### src/rtl/parque_pkg.sv
// Shared types and widths for the car-park entry stage: barrier FSM states,
// bus widths, day-of-week bounds and a counter-width helper.
package parque_pkg;

  localparam int PLATE_W = 24;
  localparam int TEMPO_W = 7;
  localparam int DIA_W   = 3;

  localparam logic [DIA_W-1:0] DIA_PRIMEIRO = 3'd1;
  localparam logic [DIA_W-1:0] DIA_ULTIMO   = 3'd7;

  typedef enum logic [1:0] {
    IDLE    = 2'd0,
    OPEN    = 2'd1,
    PASSING = 2'd2,
    HOLD    = 2'd3
  } estado_barreira_t;

  // Bits needed to hold 0..max_val, never less than one.
  function automatic int largura(input int max_val);
    int w;
    w = $clog2(max_val + 1);
    return (w < 1) ? 1 : w;
  endfunction

endpackage

### src/rtl/controlo_barreira_if.sv
// Camera/sensor/counter-side bundle of the entry-gate controller.
// master = stimulus side (camera, loop sensor); slave = the controller.
interface controlo_barreira_if;
  import parque_pkg::*;

  logic                 plate_valid;
  logic [PLATE_W-1:0]   plate_in;
  logic                 sensor;
  logic                 plate_ready;
  logic [PLATE_W-1:0]   matricula;
  logic                 barreira;
  logic [TEMPO_W-1:0]   tempo;
  logic [DIA_W-1:0]     dias;
  logic                 rejeitada;

  modport master (
    output plate_valid, plate_in, sensor,
    input  plate_ready, matricula, barreira, tempo, dias, rejeitada
  );

  modport slave (
    input  plate_valid, plate_in, sensor,
    output plate_ready, matricula, barreira, tempo, dias, rejeitada
  );

endinterface

### src/rtl/relogio_semana.sv
// Time-of-day and day-of-week keeper: prescaler divides clk into tempo units,
// tempo wraps at DAY_LEN and advances dias through 1..7.
module relogio_semana
  import parque_pkg::*;
#(
  parameter int TICKS_PER_UNIT = 50_000_000,
  parameter int DAY_LEN        = 96
) (
  input  logic               clk,
  input  logic               rst_n,
  output logic [TEMPO_W-1:0] tempo,
  output logic [DIA_W-1:0]   dias
);

  localparam int PRESC_W = largura(TICKS_PER_UNIT - 1);

  if (DAY_LEN < 2 || DAY_LEN > 128 || TICKS_PER_UNIT < 1) begin : g_param_invalido
    $error("relogio_semana: DAY_LEN must be 2..128 and TICKS_PER_UNIT >= 1");
  end

  logic [PRESC_W-1:0] presc_reg, presc_next;
  logic [TEMPO_W-1:0] tempo_reg, tempo_next;
  logic [DIA_W-1:0]   dias_reg,  dias_next;
  logic               tick;

  assign tick = (presc_reg == PRESC_W'(TICKS_PER_UNIT - 1));

  always_comb begin
    presc_next = presc_reg + PRESC_W'(1);
    tempo_next = tempo_reg;
    dias_next  = dias_reg;
    if (tick) begin
      presc_next = '0;
      if (tempo_reg == TEMPO_W'(DAY_LEN - 1)) begin
        tempo_next = '0;
        dias_next  = (dias_reg == DIA_ULTIMO) ? DIA_PRIMEIRO : dias_reg + DIA_W'(1);
      end else begin
        tempo_next = tempo_reg + TEMPO_W'(1);
      end
    end
  end

  always_ff @(posedge clk or negedge rst_n) begin
    if (!rst_n) begin
      presc_reg <= '0;
      tempo_reg <= '0;
      dias_reg  <= DIA_PRIMEIRO;
    end else begin
      presc_reg <= presc_next;
      tempo_reg <= tempo_next;
      dias_reg  <= dias_next;
    end
  end

  assign tempo = tempo_reg;
  assign dias  = dias_reg;

endmodule

### src/rtl/controlo_barreira.sv
// Entry-gate controller: accepts plate reads, runs the barrier FSM
// (IDLE/OPEN/PASSING/HOLD) and hosts the week clock. Optional OPEN timeout: OPEN_TIMEOUT_EN.
module controlo_barreira
  import parque_pkg::*;
#(
  parameter int TICKS_PER_UNIT = 50_000_000,
  parameter int DAY_LEN        = 96,
  parameter int OPEN_HOLD      = 100,
  parameter int OPEN_TIMEOUT   = 500_000_000
) (
  input logic                clk,
  input logic                rst_n,
  controlo_barreira_if.slave bus
);

`ifdef OPEN_TIMEOUT_EN
  localparam int CNT_MAX = (OPEN_HOLD > OPEN_TIMEOUT - 1) ? OPEN_HOLD : OPEN_TIMEOUT - 1;
`else
  localparam int CNT_MAX = OPEN_HOLD;
`endif
  localparam int CNT_W = largura(CNT_MAX);

  if (OPEN_HOLD < 0 || OPEN_TIMEOUT < 1) begin : g_param_invalido
    $error("controlo_barreira: OPEN_HOLD must be >= 0 and OPEN_TIMEOUT >= 1");
  end

  estado_barreira_t   state_reg, state_next;
  logic [CNT_W-1:0]   cnt_reg, cnt_next;
  logic [PLATE_W-1:0] matricula_reg, matricula_next;
  logic               barreira_reg, barreira_next;
  logic               plate_ready_reg, plate_ready_next;
  logic               rejeitada_reg, rejeitada_next;
  logic [TEMPO_W-1:0] tempo_w;
  logic [DIA_W-1:0]   dias_w;

  always_comb begin
    state_next     = state_reg;
    cnt_next       = cnt_reg;
    matricula_next = matricula_reg;
    rejeitada_next = 1'b0;
    unique case (state_reg)
      IDLE: begin
        if (bus.plate_valid) begin
          if (bus.plate_in != '0) begin
            matricula_next = bus.plate_in;
            state_next     = OPEN;
`ifdef OPEN_TIMEOUT_EN
            cnt_next       = CNT_W'(OPEN_TIMEOUT - 1);
`endif
          end else begin
            rejeitada_next = 1'b1;
          end
        end
      end
      OPEN: begin
        if (bus.sensor) begin
          state_next = PASSING;
`ifdef OPEN_TIMEOUT_EN
        end else if (cnt_reg == '0) begin
          state_next = IDLE;
        end else begin
          cnt_next = cnt_reg - CNT_W'(1);
`endif
        end
      end
      PASSING: begin
        if (!bus.sensor) begin
          state_next = HOLD;
          cnt_next   = CNT_W'(OPEN_HOLD);
        end
      end
      HOLD: begin
        // A vehicle re-entering the loop reopens the passage; the hold restarts on its exit.
        if (bus.sensor) begin
          state_next = PASSING;
        end else if (cnt_reg == '0) begin
          state_next = IDLE;
        end else begin
          cnt_next = cnt_reg - CNT_W'(1);
        end
      end
      default: state_next = IDLE;
    endcase
    barreira_next    = (state_next == IDLE);
    plate_ready_next = (state_next == IDLE);
  end

  always_ff @(posedge clk or negedge rst_n) begin
    if (!rst_n) begin
      state_reg       <= IDLE;
      cnt_reg         <= '0;
      matricula_reg   <= '0;
      barreira_reg    <= 1'b1;
      plate_ready_reg <= 1'b1;
      rejeitada_reg   <= 1'b0;
    end else begin
      state_reg       <= state_next;
      cnt_reg         <= cnt_next;
      matricula_reg   <= matricula_next;
      barreira_reg    <= barreira_next;
      plate_ready_reg <= plate_ready_next;
      rejeitada_reg   <= rejeitada_next;
    end
  end

  relogio_semana #(
    .TICKS_PER_UNIT(TICKS_PER_UNIT),
    .DAY_LEN       (DAY_LEN)
  ) u_relogio (
    .clk  (clk),
    .rst_n(rst_n),
    .tempo(tempo_w),
    .dias (dias_w)
  );

  assign bus.matricula   = matricula_reg;
  assign bus.barreira    = barreira_reg;
  assign bus.plate_ready = plate_ready_reg;
  assign bus.rejeitada   = rejeitada_reg;
  assign bus.tempo       = tempo_w;
  assign bus.dias        = dias_w;

endmodule

### src/flat_wrapper.sv
// flat-port wrapper written by rule: the top's interface ports become plain ports
module controlo_barreira_flat import parque_pkg::*;
#(
  parameter int TICKS_PER_UNIT = 50_000_000,
  parameter int DAY_LEN        = 96,
  parameter int OPEN_HOLD      = 100,
  parameter int OPEN_TIMEOUT   = 500_000_000
)
  (clk, rst_n, bus_plate_valid, bus_plate_in, bus_sensor, bus_plate_ready, bus_matricula, bus_barreira, bus_tempo, bus_dias, bus_rejeitada);
  controlo_barreira_if bus_i ();
  input logic clk;
  input logic rst_n;
  input wire logic [$bits(bus_i.plate_valid)-1:0] bus_plate_valid;
  input wire logic [$bits(bus_i.plate_in)-1:0] bus_plate_in;
  input wire logic [$bits(bus_i.sensor)-1:0] bus_sensor;
  output wire logic [$bits(bus_i.plate_ready)-1:0] bus_plate_ready;
  output wire logic [$bits(bus_i.matricula)-1:0] bus_matricula;
  output wire logic [$bits(bus_i.barreira)-1:0] bus_barreira;
  output wire logic [$bits(bus_i.tempo)-1:0] bus_tempo;
  output wire logic [$bits(bus_i.dias)-1:0] bus_dias;
  output wire logic [$bits(bus_i.rejeitada)-1:0] bus_rejeitada;
  assign bus_i.plate_valid = bus_plate_valid;
  assign bus_i.plate_in = bus_plate_in;
  assign bus_i.sensor = bus_sensor;
  assign bus_plate_ready = bus_i.plate_ready;
  assign bus_matricula = bus_i.matricula;
  assign bus_barreira = bus_i.barreira;
  assign bus_tempo = bus_i.tempo;
  assign bus_dias = bus_i.dias;
  assign bus_rejeitada = bus_i.rejeitada;
  controlo_barreira #(.TICKS_PER_UNIT(TICKS_PER_UNIT), .DAY_LEN(DAY_LEN), .OPEN_HOLD(OPEN_HOLD), .OPEN_TIMEOUT(OPEN_TIMEOUT)) u_core (.clk(clk), .rst_n(rst_n), .bus(bus_i));
endmodule
### config.mk
export PLATFORM = sky130hd
export DESIGN_NAME = controlo_barreira_flat
export DESIGN_NICKNAME = d
export VERILOG_FILES = /design/src/rtl/parque_pkg.sv /design/src/rtl/controlo_barreira_if.sv /design/src/rtl/relogio_semana.sv /design/src/rtl/controlo_barreira.sv /design/src/flat_wrapper.sv
export SDC_FILE = /design/constraint.sdc
export NUM_CORES = 1
export LEC_CHECK = 0
export ABC_AREA = 1
export CAP_MARGIN = 0
export CORE_AREA = 4 4 104 106
export CTS_CLUSTER_DIAMETER = 120
export CTS_CLUSTER_SIZE = 16
export DETAILED_ROUTE_END_ITERATION = 16
export DIE_AREA = 0 0 108 110
export GPL_TIMING_DRIVEN = 0
export PLACE_DENSITY = 0.73
export SYNTH_ARGS = -nofsm -noshare
export SYNTH_HDL_FRONTEND = slang
export SYNTH_HIERARCHICAL = 1
export SYNTH_SLANG_ARGS = --single-unit
### constraint.sdc
create_clock -name clk -period 1.5 [get_ports clk]
set_input_delay 0.15 -clock clk [delete_from_list [all_inputs] [get_ports clk]]
set_output_delay 0.15 -clock clk [all_outputs]
set_load 0.005 [all_outputs]
* Word-level counts from Yosys, hierarchy flattened *
Index checks and enable logic that the tools add are counted.

cells by class
  add/sub/neg operators = 4
  equality and inequality tests = 9
  reductions and logical operators = 8
  multiplexer cells = 17

operator list
  cell                                                                number
  7-bit 2-to-1 mux                                                    4
  26-bit by 1-bit adder with 26-bit output, second input constant     1
  26-bit == test, second input constant                               1
  26-bit 2-to-1 mux                                                   1
  24-bit nonzero test                                                 1
  7-bit case mux with 2 select lines                                  1
  2-bit 2-to-1 mux                                                    6
  2-bit case mux with 4 select lines                                  1
  7-bit by 1-bit adder with 7-bit output, second input constant       1
  7-bit == test, second input constant                                1
  7-bit logical NOT                                                   1
  7-bit by 1-bit subtractor with 7-bit output, second input constant  1
  2-bit inequality test, second input constant                        3
  2-bit == test, second input constant                                2
  2-bit logical NOT                                                   2
  4-bit AND reduction                                                 1
  3-bit by 1-bit adder with 3-bit output, second input constant       1
  3-bit == test, second input constant                                1
  1-bit 2-to-1 mux                                                    3
  3-bit 2-to-1 mux                                                    1
  3-bit AND reduction                                                 1
  2-bit by 1-bit == test with 1-bit output, second input constant     1
  2-bit AND reduction                                                 1
  2-bit nonzero test                                                  1

storage, ports and cells
  output and inout bits = 37
  logic and storage cells = 46
  bits in registers = 71
  input bits = 28

* Depth between registers and ports, before layout *
  word-level depth = 5
  gate-level depth with buffers = 9
  mapped depth without buffers = 9

* Modules after synthesis *
Netlist, hierarchy kept.

by module, submodules not included
  module             cells each  seq. area each (µm²)  instances  area each (µm²)
  relogio_semana     309         902.1                 1          2204.6
  controlo_barreira  209         877.1                 1          1684.1

* Worst setup path before layout *
No wires, ideal clock.

  path type = register to register
  from = register u_core.u_relogio.presc_reg[0]
  to = register u_core.u_relogio.presc_reg[18]
  required time = 1.378 ns
  path slack = 0.113 ns
  stages on the path, launching flop included = 8
  path buffers = 0
  arrival time = 1.265 ns
  setup time = 0.122 ns
  period minus slack after synthesis = 1.387 ns
  path through = dfrtp_1 ha_1 nand2_1 nor2_4 nand2_2 nor2_4 nand2_1 xor2_1

between the ends
  word-level cells in the longest chain between the ends = 2
  elaborated cells on any way between the ends = 3
  classes of those cells = add/sub: 1; eq/ne: 1; mux: 1

ends and longest elaborated chain
  what                                                                        line                                        text
  start, declared                                                             relogio_semana.sv:21                        logic [PRESC_W-1:0] presc_reg, presc_next;
  start signal, assigned                                                      relogio_semana.sv:49                        presc_reg <= presc_next;
  26-bit by 1-bit adder with 26-bit output or 26-bit == test (tied branches)  relogio_semana.sv:29, relogio_semana.sv:26
  26-bit 2-to-1 mux *                                                         relogio_semana.sv:32                        if (tick) begin
  net u_core.u_relogio.presc_next[18]                                         relogio_semana.sv:21

The timed path passes the listed nets; every way through them passes the cells marked *.
A chain may end at the register's enable or synchronous reset.

* Final worst setup path *
  from = register u_core.u_relogio.presc_reg[0]
  to = register u_core.u_relogio.presc_reg[20]

Same word-level chain as after synthesis.

==> results.txt <==
Min-Delay Path Class = in -> async
synthesized area = 3889 sq um
R2R depth = 9
MaxCap Viol Count = 0
vias per inst = 4.775
# H-tree levels = 3
Min Clock Period, post-route = 1.479 ns
synth warn = 6
most common cell after layout, fill and taps aside = nand2_1
register bit total from synthesis = 71
Setup Skew = 0.01040 ns
initial core utilization = 0.3978
Total GRT Usage = 0.1663
largest net degree at the start of global routing = 72
vias in the first global route = 3,589
Leak Pwr = 2.490 nW
Finished Layout Cells = 746
post-synth cell types = 27
max incr delay on CP = 0.36 ns
WP buf/inv = 1
DP Wirelength = 6682 um
Setup Viol. Count Final = 0
Reg2Reg Setup Slack = 0.02 ns
Post-Synthesis Cells = 518
Worst Path Arrival = 1.71 ns
DIE HEIGHT = 110 um
area of the core = 9774 sq um
R2R Path Start = u_core/u_relogio/presc_reg[0]
actual slew at the worst max-slew pin = 0.3517 ns
most frequent cells in the layout = nand2_1 (167), nor2_1 (74), dfrtp_1 (66)
total power = 0.005294 W
peak supply drop = 0.5446 mV
Area growth syn-to-layout = 30.92%
switching power = 0.001598 W
Fin. Hold Viols = 0
placed cells = 716
CTS tree = built
# rows = 36
outcome = complete, no violations
Power Internal = 0.003696 W
Synth Area per Inst = 7.507 sq um
register area share after synthesis = 0.4575
Crit Path Class = reg -> reg
Num CTS Buffers = 9
Final nets = 642
maximum clock frequency = 676.2 MHz
crit-path cells = ha_2 > nand2_2 > nor2_4 > buf_4 > nand2_2 > nor2_4 > nand3_1 > nand2_1 > nor2_1
initial antenna violation count = 0
Clock power frac = 0.283
WP depth = 9
share of cells above drive strength 1 = 0.1778
Switching Fraction = 0.3019
syn nets = 551
CP max-delay cell = dfrtp_1
WP data required = 1.73 ns
Pins Over Slew Limit = 0
relative slew slack = 0.7655
clk buf depth = 2
DRC viols = 0
Pre-Repair DR Iteration Count = 5
# port buffers = 64
family with the most delay on the worst path = simple AND/OR/NAND/NOR gates
max reg flops = 26
power density cells = 1040 nW/um^2
startpoint types = flip-flop
routed len/inst = 12.34 um
worst setup path end = u_core/u_relogio/presc_reg[20]
Flop pwr share = 0.462
Ant. Diodes = 0
Worst setup startpoint = u_core/u_relogio/presc_reg[0]
Comb pwr share = 0.255
Die Span X = 108 um
CP Max Fanout = 6
Die Area = 11,880 sq um
final worst path period share = 0.9859
fillers = 911
Worst R2R End = u_core/u_relogio/presc_reg[20]
starting DRC count in detailed routing = 186
Clock transition at path regs = 0.08 ns
Crit. End Element = flip-flop
first-pass GRT wire length = 16,000 um
Worst-Skew Late Latency = 0.35 ns
I/O pin count = 65
GP Congestion = 0.8949
grt total ovfl = 0
DRT antenna net count = 0
RSZ-0062 raised after global routing = yes
final WL = 9205 um
total number of vias = 3,562
Num Clock Sinks = 71
root buffer cell = clkbuf_8
-- area by class of cell --
type	instances	area, sq um	share of cell area
plain buffers	8	65.06	0.01278
clock buffers	10	127.6	0.02507
clock inverters	5	58.81	0.01155
inverters	48	180.2	0.03539
multi-input cells	392	1941	0.3812
flip-flops and latches	71	1783	0.3502
well taps	133	166.4	0.03269
repair buffers	79	769.5	0.1511
-- cells in the mapped netlist, drive strengths merged --
cell type / n / area share
inv: 48 / 0.046
dfstp: 2 / 0.014
dfrtp: 69 / 0.44
buf: 8 / 0.017
nand3b: 1 / 0.0019
xor2: 12 / 0.027
nor3: 1 / 0.0013
nand3: 54 / 0.075
o31ai: 1 / 0.0019
ha: 5 / 0.016
nand4: 9 / 0.016
nor2: 100 / 0.12
a21oi: 8 / 0.010
o21ai: 4 / 0.0051
and2: 1 / 0.0016
nand2: 195 / 0.20
-- tightest hold or removal path: cells and delay by family --
family	cells	cell delay [ns]
buf+inv	3	0.94
-- worst min-delay path by stage --
stage | end | slack [ns] | cells past startpoint
final | u_core/u_relogio/presc_reg[22] | 0.36 | 3
after global placement | u_core/bus.matricula[3] | 0.45 | 2
after detailed placement | u_core/u_relogio/presc_reg[18] | 0.19 | 2
after global routing | u_core/bus.rejeitada | 0.37 | 3
after CTS | u_core/bus.matricula[15] | 0.36 | 3
after floorplan | u_core/bus.matricula[0] | -0.15 | 0
-- through the flow --
step           instance area [sq um]  utilization  TNS [ns]  hold slack [ns]  setup slack [ns]
2_1_floorplan                   3889            -         0          -0.1456            0.1132
3_3_place_gp                    4696       0.4804   -154.65           0.4526            -2.193
3_5_place_dp                    4721       0.4830    -3.223           0.1912           -0.1226
4_1_cts                         4960       0.5074  -0.01275           0.3632          -0.01275
5_1_grt                         5091       0.5209    -1.052           0.3679          -0.07176
6_report                        5091       0.5209         0           0.3603           0.02110
-- what timing repair did --
item | CTS | global route
resized for setup | 8 | 20
gates cloned | 0 | 2
hold endpoints to repair | 69 | 0
hold buffers | 1 | 0
endpoints found under the setup margin | 29 | 41
pin swaps | 6 | 11
setup buffers | 4 | 8
-- kinds of logic after synthesis --
logic type / after synthesis / synth area share
AOI/OAI and AO/OA: 13 / 0.01738
xor gates and xnor gates: 12 / 0.02703
adders and majority gates: 5 / 0.01609
buffers and inverters: 56 / 0.06306
DFF: 71 / 0.4575
and+or+nand+nor: 361 / 0.4189
-- layer usage --
layer  global-route usage  share of wire
met5                    0              0
met4              0.04959          0.011
met3              0.06465          0.078
met2               0.2704           0.48
met1               0.2060           0.43
-- power by group through the flow --
stage / combinational (W) / clock [W] / sequential (W)
final: 0.00135 / 0.00150 / 0.00244
after global routing: 0.00156 / 0.00162 / 0.00249
after detailed placement: 0.00136 / 0 / 0.00247
after floorplan: 0.000639 / 0 / 0.00246
after CTS: 0.00136 / 0.00155 / 0.00244
after global placement: 0.00131 / 0 / 0.00246
(Power assumes the default switching activity.)
